==> src/rtl/uart_cfg_sequencer.sv <==
// AXI4-Lite master that writes the 16550 setup sequence (LCR/DLL/DLM/LCR/FCR/IER) on a start pulse.
// Define CFG_READBACK_EN to read back and verify every register except the write-only FCR.
module uart_cfg_sequencer #(
    parameter logic [12:0] BASE_ADDR = 13'h1000,
    parameter int unsigned TIMEOUT   = 255
) (
    input  logic        s_axi_aclk,
    input  logic        s_axi_areset,
    input  logic        start,
    input  logic [1:0]  cfg_wlen,
    input  logic        cfg_stop,
    input  logic        cfg_parity,
    input  logic        cfg_even,
    input  logic [15:0] cfg_divisor,
    input  logic [1:0]  cfg_fifo_trig,
    input  logic [2:0]  cfg_ier,
    output logic        busy,
    output logic        done,
    output logic        error,
    output logic [12:0] m_axi_awaddr,
    output logic        m_axi_awvalid,
    input  logic        m_axi_awready,
    output logic [31:0] m_axi_wdata,
    output logic [3:0]  m_axi_wstrb,
    output logic        m_axi_wvalid,
    input  logic        m_axi_wready,
    input  logic [1:0]  m_axi_bresp,
    input  logic        m_axi_bvalid,
    output logic        m_axi_bready,
    output logic [12:0] m_axi_araddr,
    output logic        m_axi_arvalid,
    input  logic        m_axi_arready,
    input  logic [31:0] m_axi_rdata,
    input  logic [1:0]  m_axi_rresp,
    input  logic        m_axi_rvalid,
    output logic        m_axi_rready
);

    // Handshakes: a beat transfers on a rising edge where valid and ready are both high; a valid
    // stays high with stable payload until then and drops the cycle after, never re-asserted.
    typedef enum logic [2:0] {
        S_IDLE   = 3'd0,
        S_ISSUE  = 3'd1,
        S_RESP   = 3'd2,
        S_NEXT   = 3'd3,
        S_FINISH = 3'd4
`ifdef CFG_READBACK_EN
        , S_READ = 3'd5
`endif
    } state_t;

    localparam logic [2:0] LAST_STEP = 3'd5;
    localparam logic [7:0] TMR_LAST  = 8'(TIMEOUT - 1);

    state_t      state;
    state_t      state_next;
    logic        err_set;
    logic [2:0]  step_q;
    logic [12:0] addr_q;
    logic [7:0]  data_q;
    logic [4:0]  lcr_q;
    logic [15:0] div_q;
    logic [1:0]  trig_q;
    logic [2:0]  ier_q;
    logic        aw_done;
    logic        w_done;
    logic [7:0]  tmr_q;
    logic        tmr_last;
    logic        error_q;

    function automatic logic [12:0] step_addr(input logic [2:0] s);
        case (s)
            3'd0, 3'd3: step_addr = BASE_ADDR + 13'h00C;
            3'd2, 3'd5: step_addr = BASE_ADDR + 13'h004;
            3'd4:       step_addr = BASE_ADDR + 13'h008;
            default:    step_addr = BASE_ADDR;
        endcase
    endfunction

    // lcr is {even, parity, stop, wlen}; bit 7 of LCR is DLAB.
    function automatic logic [7:0] step_data(input logic [2:0] s, input logic [4:0] lcr,
                                             input logic [15:0] div, input logic [1:0] trig,
                                             input logic [2:0] ier);
        case (s)
            3'd0:    step_data = {1'b1, 2'b00, lcr};
            3'd1:    step_data = div[7:0];
            3'd2:    step_data = div[15:8];
            3'd3:    step_data = {1'b0, 2'b00, lcr};
            3'd4:    step_data = {trig, 2'b00, 4'b1111};
            3'd5:    step_data = {5'b00000, ier};
            default: step_data = 8'h00;
        endcase
    endfunction

    assign tmr_last = (tmr_q == TMR_LAST);

`ifdef CFG_READBACK_EN
    logic ar_done;
    logic rd_ok;
    logic unused_ok;
    assign rd_ok     = (m_axi_rresp == 2'b00) && (m_axi_rdata[7:0] == data_q);
    assign unused_ok = ^m_axi_rdata[31:8];
`else
    logic unused_ok;
    assign unused_ok = ^{m_axi_arready, m_axi_rdata, m_axi_rresp, m_axi_rvalid};
`endif

    always_ff @(posedge s_axi_aclk or posedge s_axi_areset) begin
        if (s_axi_areset) begin
            state <= S_IDLE;
        end else begin
            state <= state_next;
        end
    end

    always_comb begin
        state_next = state;
        err_set    = 1'b0;
        case (state)
            S_IDLE: begin
                if (start) state_next = S_ISSUE;
            end
            S_ISSUE: begin
                if ((aw_done || m_axi_awready) && (w_done || m_axi_wready)) begin
                    state_next = S_RESP;
                end else if (tmr_last) begin
                    err_set    = 1'b1;
                    state_next = S_FINISH;
                end
            end
            S_RESP: begin
                if (m_axi_bvalid) begin
                    if (m_axi_bresp != 2'b00) begin
                        err_set    = 1'b1;
                        state_next = S_FINISH;
                    end
`ifdef CFG_READBACK_EN
                    else if (step_q != 3'd4) state_next = S_READ;
`endif
                    else state_next = S_NEXT;
                end else if (tmr_last) begin
                    err_set    = 1'b1;
                    state_next = S_FINISH;
                end
            end
`ifdef CFG_READBACK_EN
            S_READ: begin
                if (ar_done && m_axi_rvalid) begin
                    err_set    = !rd_ok;
                    state_next = rd_ok ? S_NEXT : S_FINISH;
                end else if (tmr_last) begin
                    err_set    = 1'b1;
                    state_next = S_FINISH;
                end
            end
`endif
            S_NEXT:   state_next = (step_q == LAST_STEP) ? S_FINISH : S_ISSUE;
            S_FINISH: state_next = S_IDLE;
            default:  state_next = S_IDLE;
        endcase
    end

    always_comb begin
        busy          = (state != S_IDLE) && (state != S_FINISH);
        done          = (state == S_FINISH);
        error         = error_q;
        m_axi_awaddr  = addr_q;
        m_axi_awvalid = (state == S_ISSUE) && !aw_done;
        m_axi_wdata   = {24'h000000, data_q};
        m_axi_wstrb   = 4'b0001;
        m_axi_wvalid  = (state == S_ISSUE) && !w_done;
        m_axi_bready  = (state == S_RESP);
`ifdef CFG_READBACK_EN
        m_axi_araddr  = addr_q;
        m_axi_arvalid = (state == S_READ) && !ar_done;
        m_axi_rready  = (state == S_READ) && ar_done;
`else
        m_axi_araddr  = '0;
        m_axi_arvalid = 1'b0;
        m_axi_rready  = 1'b0;
`endif
    end

    always_ff @(posedge s_axi_aclk or posedge s_axi_areset) begin
        if (s_axi_areset) begin
            step_q  <= '0;
            addr_q  <= '0;
            data_q  <= '0;
            lcr_q   <= '0;
            div_q   <= '0;
            trig_q  <= '0;
            ier_q   <= '0;
            aw_done <= 1'b0;
            w_done  <= 1'b0;
            tmr_q   <= '0;
            error_q <= 1'b0;
`ifdef CFG_READBACK_EN
            ar_done <= 1'b0;
`endif
        end else begin
            // Acceptance flags live only inside their phase; they clear on the way out.
            aw_done <= (state == S_ISSUE) && (aw_done || (m_axi_awvalid && m_axi_awready));
            w_done  <= (state == S_ISSUE) && (w_done || (m_axi_wvalid && m_axi_wready));
`ifdef CFG_READBACK_EN
            ar_done <= (state == S_READ) && (ar_done || (m_axi_arvalid && m_axi_arready));
`endif
            tmr_q <= (state_next != state) ? 8'd0 : tmr_q + 8'd1;
            if (err_set) error_q <= 1'b1;
            if (state == S_IDLE && start) begin
                lcr_q   <= {cfg_even, cfg_parity, cfg_stop, cfg_wlen};
                div_q   <= cfg_divisor;
                trig_q  <= cfg_fifo_trig;
                ier_q   <= cfg_ier;
                error_q <= 1'b0;
                step_q  <= 3'd0;
                addr_q  <= step_addr(3'd0);
                data_q  <= step_data(3'd0, {cfg_even, cfg_parity, cfg_stop, cfg_wlen},
                                     cfg_divisor, cfg_fifo_trig, cfg_ier);
            end else if (state == S_NEXT && step_q != LAST_STEP) begin
                step_q <= step_q + 3'd1;
                addr_q <= step_addr(step_q + 3'd1);
                data_q <= step_data(step_q + 3'd1, lcr_q, div_q, trig_q, ier_q);
            end
        end
    end

endmodule

==> config.mk <==
export PLATFORM = sky130hd
export DESIGN_NAME = uart_cfg_sequencer
export DESIGN_NICKNAME = d
export VERILOG_FILES = /design/src/rtl/uart_cfg_sequencer.sv
export SDC_FILE = /design/constraint.sdc
export NUM_CORES = 1
export LEC_CHECK = 0
export ABC_AREA = 0
export CORE_UTILIZATION = 28
export DETAILED_ROUTE_END_ITERATION = 10
export HOLD_SLACK_MARGIN = 0.06
export PLACE_DENSITY = 0.59
export SYNTH_ARGS = -nofsm -noshare
export SYNTH_HDL_FRONTEND = slang
export SYNTH_SLANG_ARGS = --single-unit
==> constraint.sdc <==
create_clock -name s_axi_aclk -period 2.1 [get_ports s_axi_aclk]
set_input_delay 0.21 -clock s_axi_aclk [delete_from_list [all_inputs] [get_ports s_axi_aclk]]
set_output_delay 0.21 -clock s_axi_aclk [all_outputs]
set_load 0.01 [all_outputs]
## Yosys cells after proc, flatten, opt, wreduce, memory -nomap -nowiden

Cells that the tools add are included.

| cells by class | value |
|---|---|
| add/sub/neg operators | 2 |
| equal/unequal tests | 14 |
| muxes and demuxes | 23 |
| reduce and logical (&&, ||, !) cells | 24 |

Operator list:

| kind | count |
|---|---|
| one-hot mux 8 bit (6 select lines) | 1 |
| two-way mux 13 bit | 2 |
| two-way mux 3 bit | 8 |
| two-way mux 8 bit | 3 |
| equality test 3 x 2 -> 1 bit, second input constant | 4 |
| equality test 3 bit, second input constant | 4 |
| one-hot mux 3 bit (4 select lines) | 1 |
| one-hot mux 4 bit (3 select lines) | 1 |
| logical AND 1 bit | 10 |
| adder 8 x 1 -> 8 bit, second input constant | 1 |
| equality test 8 bit, second input constant | 1 |
| equality test 3 x 1 -> 1 bit, second input constant | 2 |
| zero test 3 bit | 2 |
| two-way mux 1 bit | 6 |
| inequality test 3 bit, second input constant | 2 |
| nonzero test 2 bit | 3 |
| logical OR 1 bit | 4 |
| OR reduction 2 bit | 2 |
| adder 3 x 1 -> 3 bit, second input constant | 1 |
| inequality test 3 bit | 1 |
| nonzero test 3 bit | 1 |
| zero test 1 bit | 2 |
| one-hot mux 1 bit (2 select lines) | 1 |

| word-level totals | value |
|---|---|
| flip-flop bits (word level) | 64 |
| bits of input ports | 70 |
| output and inout bits | 70 |
| logic and storage cells | 75 |

## Logic depth before layout (Yosys ltp)

Gate-level depths: netlist (run 1).

| logic depth | value |
|---|---|
| depth in word-level cells | 6 |
| depth in mapped cells | 7 |
| mapped depth without buffers | 6 |

## Worst setup path after synthesis (run 1)

OpenSTA, ideal clock, no wires.

| timing path | value |
|---|---|
| path kind | reg2reg |
| start | reg step_q[0] |
| end | reg data_q[4] |
| library setup time | 0.126 ns |
| arrival | 1.687 ns |
| data required time | 1.974 ns |
| setup slack | 0.287 ns |
| stages on the path, launching flop included | 7 |
| path buffers | 1 |
| cell sequence | dfrtp_1 > ha_1 > clkbuf_1 > or2_2 > a222oi_1 > a2111oi_0 > a221o_1 |

| between the ends | value |
|---|---|
| word-level cells in the longest chain between the ends | 5 |

RTL lines:

| element | RTL line | RTL |
|---|---|---|
| start: declaration | 58 | `logic [2:0] step_q;` |
| start signal: assignment | 220 | `step_q <= step_q + 3'd1;` |
| adder 3 x 1 -> 3 bit | 222 | `data_q <= step_data(step_q + 3'd1, lcr_q, div_q, trig_q, ier_q);` |
| equality test 3 bit, or another cell as far along | 84 | `case (s)` |
| one-hot mux 8 bit (6 select lines) | 84 |  |
| two-way mux 8 bit | 219 | `end else if (state == S_NEXT && step_q != LAST_STEP) begin` |
| two-way mux 8 bit | 209 | `if (state == S_IDLE && start) begin` |
| end signal: assignment | 217 | `data_q <= step_data(3'd0, {cfg_even, cfg_parity, cfg_stop, cfg_wlen},` |
| end signal: assignment | 222 |  |
| end: declaration | 60 | `logic [7:0] data_q;` |

Parallel ways exist; a longest one is shown, timed or not. The select of a mux whose other input is x is not followed.
A chain may end at the register's enable or synchronous reset.

## Final worst setup path (run 1)

| timing path | value |
|---|---|
| start | reg state[2] |
| end | out m_axi_wvalid |

| between the ends | value |
|---|---|
| word-level cells in the longest chain between the ends | 2 |

RTL lines:

| element | RTL line | RTL |
|---|---|---|
| start: declaration | 55 | `state_t state;` |
| start signal: assignment | 112 | `state <= state_next;` |
| equality test 3 x 1 -> 1 bit | 171 | `m_axi_wvalid = (state == S_ISSUE) && !w_done;` |
| logical AND 1 bit | 171 |  |
| end: declaration | 25 | `output logic m_axi_wvalid,` |

No other way between the ends.

==> results of run 1 <==
-- registers in the layout, indices dropped and copies added (netlist names) --
| name | cells |
|---|---|
| step_q | 3 |
| data_q | 8 |
| state | 3 |
| error | 1 |
| tmr_q | 8 |
| lcr_q | 5 |
| ier_q | 3 |
| m_axi_awaddr | 3 |
| aw_done | 1 |
| div_q | 16 |
| w_done | 1 |
| trig_q | 2 |
-- cell usage after synthesis, types with 2 or more instances --
| master | count |
|---|---|
| buf_4 | 54 |
| nand2b_1 | 2 |
| ha_1 | 8 |
| a211o_1 | 2 |
| clkbuf_1 | 10 |
| a221o_1 | 2 |
| o21ai_0 | 6 |
| a211oi_1 | 2 |
| a222oi_1 | 3 |
| nand2_1 | 86 |
| nand3_1 | 9 |
| inv_1 | 9 |
| nor3_1 | 12 |
| conb_1 | 2 |
| o31ai_1 | 2 |
| a21oi_1 | 9 |
| and2_1 | 2 |
| nor3b_1 | 2 |
| dfrtp_1 | 54 |
| xor2_1 | 4 |
| xnor2_1 | 3 |
| a22o_1 | 3 |
| nand3b_1 | 2 |
| nor2_1 | 14 |
-- stage by stage --
stage               worst slack (ns)  hold WS (ns)
finish                       0.08098        0.2208
global route                0.001420        0.2548
CTS                          0.03073        0.2345
detailed placement            0.1083        0.4619
global placement              0.1422        0.4540
floorplan                     0.2875        0.3064
-- worst max-delay path: stages, from the launching register on --
cell             delay (ns)
dfrtp_2                0.44
or3b_4                 0.43
nor2_1                 0.10
clkdlybuf4s50_1        0.54
-- power breakdown --
group | leakage, uW | switching (uW) | total [uW] | internal (uW)
clock network | 0.0000438 | 324 | 549 | 225
logic | 0.00104 | 1200 | 2250 | 1050
registers | 0.000675 | 259 | 1710 | 1450
total | 0.00176 | 1790 | 4510 | 2720
-- layer usage --
metal / wire length [um] / part of all wire / GRT usage
met5: 0 / 0 / 0
met4: 87 / 0.014 / 0.03816
met3: 289 / 0.045 / 0.01594
met2: 3022 / 0.48 / 0.2036
met1: 2960 / 0.47 / 0.1592
-- worst max path at each step --
stage | start | endpoint | slack, ns
global placement | step_q[0] | data_q[4] | 0.14
global route | step_q[0] | data_q[4] | 0.001
finish | state[2] | m_axi_wvalid | 0.08
CTS | state[2] | m_axi_awvalid | 0.03
detailed placement | step_q[0] | data_q[4] | 0.11
floorplan | step_q[0] | data_q[4] | 0.29
-- layout make-up --
class / instances / area [sq um] / share of cell area
multi-input combinational: 253 / 1400 / 0.3797
timing repair buffer: 67 / 645.6 / 0.1751
tap: 136 / 170.2 / 0.04615
inverter: 10 / 37.54 / 0.01018
clock buffer: 5 / 68.82 / 0.01866
sequential: 54 / 1355 / 0.3675
clock inverter: 2 / 10.01 / 0.002715
-- logic make-up after synthesis --
group	count (synthesis)	synth area share
mux	2	0.006953
simple gates	135	0.1963
fa+ha+maj	8	0.03272
buf+inv	77	0.1640
compound gates	47	0.1268
xor+xnor	8	0.02904
flops	54	0.4417
other cells	2	0.002455
-- timing repair --
item                                    CTS  global route
endpoints found under the setup margin    3             2
resized for setup                         4             2
endpoints found under the hold margin     0             0
setup buffers                             3             0
==> out/metrics.cfg, run 1 <==
[logic_synthesis]
synth.avg_cell_area_sq_um = 9.187
synthFlopType = dfrtp_1
synthTopCellsByArea = dfrtp_1, buf_4, nand2_1
ys_seq_area_frac = 0.4417
async_reset_ff_frac = 1.000
synth_edf_count = 0
synth_top_area_cell = dfrtp_1
netlist.area_leader.share = 0.4417
ys_types = 55
mappedNetlistArea_sq_um = 3059
synth_seq_cells = 54
ys.warnings.count = 0
netlist_instances = 333

[die]
io-pin-count = 140
start_util = 0.2924
die_h_um = 106.5
core.rowCount = 37
die_area_sq_um = 11350
core_area_sq_um = 10460
die_width_um = 106.5

[clock_network]
holdBufCountCts = 0
cts_tree = done
cts_buffers = 5
clk_latency_ns = 0.31
ctsRootBufferMaster = clkbuf_8
cts_htree_levels = 2
clkSlewWorstSetupHoldPaths_ns = 0.09
cts.sinks = 54
ctsLongestPathBuffers = 2

[setup_path]
rr_startpoint = step_q[0]
crit_fanout = 6
cp-start-kind = flop
reg2reg_slack_ns = 0.17
critical_path_class = flop to output port
reg2reg_depth = 5
r2r-end = data_q[0]
arrival_ns = 1.81
cp_data_required_time_ns = 1.89
worstSetupEndpointType = output port

[timing]
final.setup.tns_ns = 0
finalMaxSlewViolations = 0
hold_viol_final = 0
period_minus_slack_ns = 2.019
worstMarginPinSlew_ns = 0.5234
finalSetupViolCount = 0
slew_headroom = 0.6420
rsz0062_at_grt = false
finalClockSkew_ns = 0.01343
fmax_mhz = 495.3
period_share = 0.9614

[drt]
viasPerCell = 4.395
drt-initial-drc-count = 125
drc = 0
vias = 2316
drt.antenna.violating_nets = 0
firstDrtPassIters = 4
wl_mm = 6.359
avgRoutedWirePerCell_um = 12.07

[pwr]
fin_total_pwr_uw = 4511
peakVddDrop_uv = 387.5
p_leak_uw = 0.001757
p_per_area_nw_per_um2 = 1223

[global_route]
grt_start_max_net_pins = 37
antenna_found_initial = 0
grt_pass1_vias = 2266
grt_usage = 0.1205
grt_pass1_wl_mm = 10.89
grt.overflow.total = 0

[cells_and_area]
nNetsFinal = 469
layout_commonest_cell = nand2_1
fin_util = 0.3524
stdcell_count = 527
area_growth_pct = 20.53
stdcell_area_sq_um = 3687
antenna_cells = 0
layout-drive-gt1-share = 0.09974
fillers = 1107
final_cell_mix = nand2_1, conb_1, dfrtp_1

[place]
dpl.hpwl_mm = 4.734
routabilityCongestion = 0.7425
placed_cell_area_sq_um = 3575
dp_cells = 517
io_buffers = 50

[job]
cap_violations = 0

[outcome]
status = finished, final reports clean

[worst_hold_path]
min_path_type = input pin to asynchronous set/reset pin

Note: power is estimated with default switching activity, not from simulation.
==> run 2: changes to the inputs <==
==> constraint.sdc (replaced) <==
create_clock -name s_axi_aclk -period 2 [get_ports s_axi_aclk]
set_input_delay 0.2 -clock s_axi_aclk [delete_from_list [all_inputs] [get_ports s_axi_aclk]]
set_output_delay 0.2 -clock s_axi_aclk [all_outputs]
set_load 0.01 [all_outputs]
==> run 2 against run 1 <==
Critical path depth up 3. Sequential power increased by 5%. Combinational power up 8%. Worst setup slack better by 0.021 ns. Count of clock-buffer cells in the layout did not move. Sequential share of layout area fell by 0.84 points. Via count is 0.30% lower. Design area rose by 2.3%. Critical endpoint is now data_q[4].
==> out/metrics.cfg, run 2 (synthesis results as in run 1) <==
[die]
die_area_sq_um = 11350
die_h_um = 106.5
core_area_sq_um = 10460
core.rowCount = 37
io-pin-count = 140
start_util = 0.2924
die_width_um = 106.5

[pwr]
p_per_area_nw_per_um2 = 1315
swShare = 0.3917
comb_power_share = 0.489
p_clk_frac = 0.149
netSwitchingPower_uw = 1944
p_leak_uw = 0.001774
pwr-share-seq = 0.362
p_int_uw = 3019
peakVddDrop_uv = 462.6

[outcome]
status = finished, final reports clean

[place]
dpl.hpwl_mm = 4.682
io_buffers = 50
routabilityCongestion = 0.7280
place_ws_ns = 0.01462

[clock_network]
clk_latency_ns = 0.31
ctsRootBufferMaster = clkbuf_8
clkSlewWorstSetupHoldPaths_ns = 0.10
cts_htree_levels = 2
cts_tree = done
cts.sinks = 54
cts_buffers = 5
ctsLongestPathBuffers = 2
holdBufCountCts = 0

[timing]
period_share = 0.9490
period_minus_slack_ns = 1.898
finalClockSkew_ns = 0.01069
finalSetupViolCount = 0
fmax_mhz = 526.8
hold_viol_final = 0
layout_setup_ws_ns = 0.1019
final.setup.tns_ns = 0
finalMaxSlewViolations = 0

[drt]
drt.antenna.violating_nets = 0
wl_mm = 6.511
vias = 2309
avgRoutedWirePerCell_um = 12.22
drt-initial-drc-count = 116
firstDrtPassIters = 4
viasPerCell = 4.332
drc = 0

[setup_path]
critPathBufInv = 1
worstSetupEndpointType = flop
cp_data_required_time_ns = 2.20
cp_top_family = compound AO/OA/AOI/OAI gates
cp-start-kind = flop
cp_slowest_cell = dfrtp_2
crit_fanout = 5
critical_path_class = flop to flop
arrival_ns = 2.10
crit_chain = ha_1 > or2_2 > a222oi_1 > a2111oi_2 > buf_4 > a221o_1
slowest_delay_ns = 0.45

[cells_and_area]
final_cell_mix = nand2_1, conb_1, dfrtp_1
largest_reg_flops = 16
fin_util = 0.3607
layout_commonest_cell = nand2_1
fillers = 1091
regMostFlops = div_q
multi_input_area_sq_um = 1424
area_growth_pct = 23.35
regArea_sq_um = 1355
layout-drive-gt1-share = 0.1285
biggestRegsByFlops = div_q x16, data_q x8, tmr_q x8
antenna_cells = 0
nNetsFinal = 474

[job]
cap_violations = 0

[global_route]
grt_start_max_net_pins = 55
grt.overflow.total = 0
grt_pass1_vias = 2202
antenna_found_initial = 0
grt_pass1_wl_mm = 10.64
grt_usage = 0.1194

[worst_hold_path]
min_path_type = input pin to asynchronous set/reset pin

## run 2: layer usage
| layer | track usage | vias to the layer above | share of wire |
|---|---|---|---|
| li1 | - | 1135 | - |
| met1 | 0.1590 | 1094 | 0.47 |
| met2 | 0.1962 | 73 | 0.48 |
| met3 | 0.01533 | 7 | 0.040 |
| met4 | 0.04697 | 0 | 0.014 |
| met5 | 0 | - | 0 |
## run 2: power groups by stage
stage	clock (uW)	sequential [uW]	combinational (uW)
after floorplan	0	1780	1580
after global placement	0	1820	2310
after detailed placement	0	1840	2350
after CTS	770	1790	2410
after global routing	810	1860	2700
final	739	1800	2430
## run 2: final timing paths
path	start	end	slack, ns	cells after the start
max	step_q[0]	data_q[4]	0.10	6
min	s_axi_areset	div_q[8]	0.23	3
max reg2reg	step_q[0]	data_q[4]	0.10	6
min reg2reg	lcr_q[0]	lcr_q[0]	0.48	2
max in group asynchronous	s_axi_areset	state[2]	1.49	3
min in group s_axi_aclk	cfg_divisor[10]	div_q[10]	0.41	3
## run 2: timing repair
action | CTS | global route
pin swaps | 0 | 2
setup endpoints to repair | 4 | 4
buffers inserted | 3 | 0
resized for setup | 7 | 7
cloned | 0 | 0
## run 2: layout make-up
class / count / area share
Inverter: 10 / 0.009947
Timing Repair Buffer: 72 / 0.1787
Clock buffer: 5 / 0.01824
Sequential cell: 54 / 0.3591
Multi-Input combinational cell: 253 / 0.3773
Tap cell: 136 / 0.04509
Clock inverter: 3 / 0.01160
## run 2: through the flow
step                hold WS (ns)  power (uW)  std cells  cell area [sq um]
CTS                       0.2505        4976        533               3750
global placement          0.4530        4133        522               3612
detailed placement        0.4584        4187        522               3612
floorplan                 0.2964        3360        384               3251
global route              0.2668        5367        533               3774
finish                    0.2303        4962        533               3774
## run 2: worst reg2reg max path, cell delays in order (launching register included)
cell	delay [ns]
dfrtp_2	0.45
ha_1	0.22
or2_2	0.31
a222oi_1	0.35
a2111oi_2	0.07
buf_4	0.15
a221o_1	0.24
==> run 3: changes to the inputs <==
--- a/config.mk
+++ b/config.mk
@@ -6,10 +6,11 @@
 export NUM_CORES = 1
 export LEC_CHECK = 0
 export ABC_AREA = 0
-export CORE_UTILIZATION = 28
+export CORE_UTILIZATION = 42
 export DETAILED_ROUTE_END_ITERATION = 10
 export HOLD_SLACK_MARGIN = 0.06
-export PLACE_DENSITY = 0.59
+export MAX_ROUTING_LAYER = met4
+export PLACE_DENSITY = 0.82
 export SYNTH_ARGS = -nofsm -noshare
 export SYNTH_HDL_FRONTEND = slang
 export SYNTH_SLANG_ARGS = --single-unit
==> run 3 against run 2 <==
Design area down 3.3%. Register-to-register slack better by 0.03 ns. Maximum frequency up 1.4%. Worst hold slack worse by 0.029 ns. Clock power up 0.7%. Combinational power down 5%. Clock skew down 0.0038 ns. Count of clock-buffer cells in the layout unchanged. Non-clock buffer count down 7. Largest power group unchanged.
==> out/metrics.cfg, run 3 (synthesis results as in run 1) <==
[outcome]
status = finished, final reports clean

[drt]
vias = 2308
wl_mm = 5.979
drt.antenna.violating_nets = 0
firstDrtPassIters = 5
drc = 0
avgRoutedWirePerCell_um = 12.30
drt-initial-drc-count = 148
viasPerCell = 4.749

[timing]
finalClockSkew_ns = 0.006884
final.setup.tns_ns = 0
period_minus_slack_ns = 1.872
rsz0062_at_grt = false
layout_setup_ws_ns = 0.1275
fmax_mhz = 534.1
finalSetupViolCount = 0
hold_viol_final = 0
period_share = 0.9362
finalMaxSlewViolations = 0

[cells_and_area]
layout_commonest_cell = nand2_1
antenna_cells = 0
largest_reg_flops = 16
fillers = 627
area_growth_pct = 19.30
nNetsFinal = 467
layout-drive-gt1-share = 0.09231
biggestRegsByFlops = div_q x16, data_q x8, tmr_q x8
final_cell_mix = nand2_1, dfrtp_1, conb_1
regMostFlops = div_q

[pwr]
p_clk_frac = 0.154
swShare = 0.3911
p_int_uw = 2947
p_per_area_nw_per_um2 = 1326
comb_power_share = 0.477
pwr-share-seq = 0.370
peakVddDrop_uv = 439.8
p_leak_uw = 0.001762
netSwitchingPower_uw = 1893

[job]
cap_violations = 0

[setup_path]
crit_path_start = step_q[0]
arrival_ns = 2.08
cp_data_required_time_ns = 2.21
rr_startpoint = step_q[0]
critical_path_class = flop to flop
crit_fanout = 5
worstSetupEndpointType = flop
crit_chain = inv_1 > ha_1 > or2_2 > a222oi_1 > a2111oi_1 > a221o_1
cp-start-kind = flop
slowest_delay_ns = 0.43
cp_slowest_cell = dfrtp_1

[place]
io_buffers = 50
routabilityCongestion = 0.8116
dpl.hpwl_mm = 4.531
place_ws_ns = 0.1670

[clock_network]
cts_htree_levels = 2
cts.sinks = 54
ctsRootBufferMaster = clkbuf_8
holdBufCountCts = 0
cts_buffers = 5
cts_setup_buffers = 0
clkSlewWorstSetupHoldPaths_ns = 0.10
cts_tree = done
ctsLongestPathBuffers = 2
clk_latency_ns = 0.32

[global_route]
grt_start_max_net_pins = 34
grt_pass1_vias = 2149
grt_usage = 0.1740
grt.overflow.total = 0
antenna_found_initial = 0
grt_pass1_wl_mm = 9.984

[die]
die_area_sq_um = 7629
core.rowCount = 30
io-pin-count = 140
core_area_sq_um = 6907
die_h_um = 87.35
die_width_um = 87.35
start_util = 0.4429

[worst_hold_path]
min_path_type = input pin to asynchronous set/reset pin

## run 3: cell types whose count changed in the layout (fill, tap and decap cells not counted), sizes merged
cell	before	now
clkdlybuf4s50	47	46
dlymetal6s2s	0	1
buf	22	15
## run 3: path summary, 6_finish.rpt
path | end | slack, ns | cells past startpoint
max | data_q[4] | 0.13 | 6
min | error | 0.20 | 2
max reg2reg | data_q[4] | 0.13 | 6
min reg2reg | m_axi_awaddr[12] | 0.47 | 1
max in group asynchronous | ier_q[2] | 1.29 | 3
min in group s_axi_aclk | div_q[1] | 0.40 | 3
## run 3: metal layers
metal | global-route usage | vias up | part of all wire
li1 | - | 1120 | -
met1 | 0.2234 | 1088 | 0.43
met2 | 0.2798 | 90 | 0.49
met3 | 0.02749 | 10 | 0.062
met4 | 0.06110 | 0 | 0.018
met5 | - | - | 0
## run 3: power groups by stage
stage | clock, uW | sequential [uW] | combinational [uW]
6_report | 744 | 1790 | 2310
5_1_grt | 791 | 1840 | 2580
4_1_cts | 752 | 1790 | 2310
3_5_place_dp | 0 | 1810 | 2310
3_3_place_gp | 0 | 1790 | 2250
2_1_floorplan | 0 | 1780 | 1580
## run 3: metrics by stage
step                      total power, uW  hold slack, ns  instance area (sq um)  instances    util
after floorplan                      3360          0.2964                   3251        384       -
final                                4839          0.2012                   3650        486  0.5284
after global routing                 5208          0.2474                   3650        486  0.5284
after detailed placement             4118          0.4566                   3532        478  0.5114
after CTS                            4848          0.2157                   3643        486  0.5275
after global placement               4042          0.4552                   3532        478  0.5114
## run 3: layout make-up
class / count / area [sq um] / share of cell area
multi-input cells: 253 / 1404 / 0.3846
clock buffers: 5 / 68.82 / 0.01885
well taps: 96 / 120.1 / 0.03291
clock inverters: 3 / 43.79 / 0.01200
inverters: 10 / 37.54 / 0.01028
repair buffers: 65 / 624.3 / 0.1711
flip-flops and latches: 54 / 1351 / 0.3702
## run 3: critical path: cells and delay by family (launching register included)
family,cells,cell delay [ns]
buffers and inverters,1,0.09
and+or+nand+nor,1,0.34
adders and majority gates,1,0.25
AOI/OAI and AO/OA,3,0.66
DFF,1,0.43
## run 3: repair_timing
action                                 CTS  global route
gates cloned                             0             0
setup endpoints to repair                3             2
gates resized for setup                  4             3
endpoints found under the hold margin    0             0
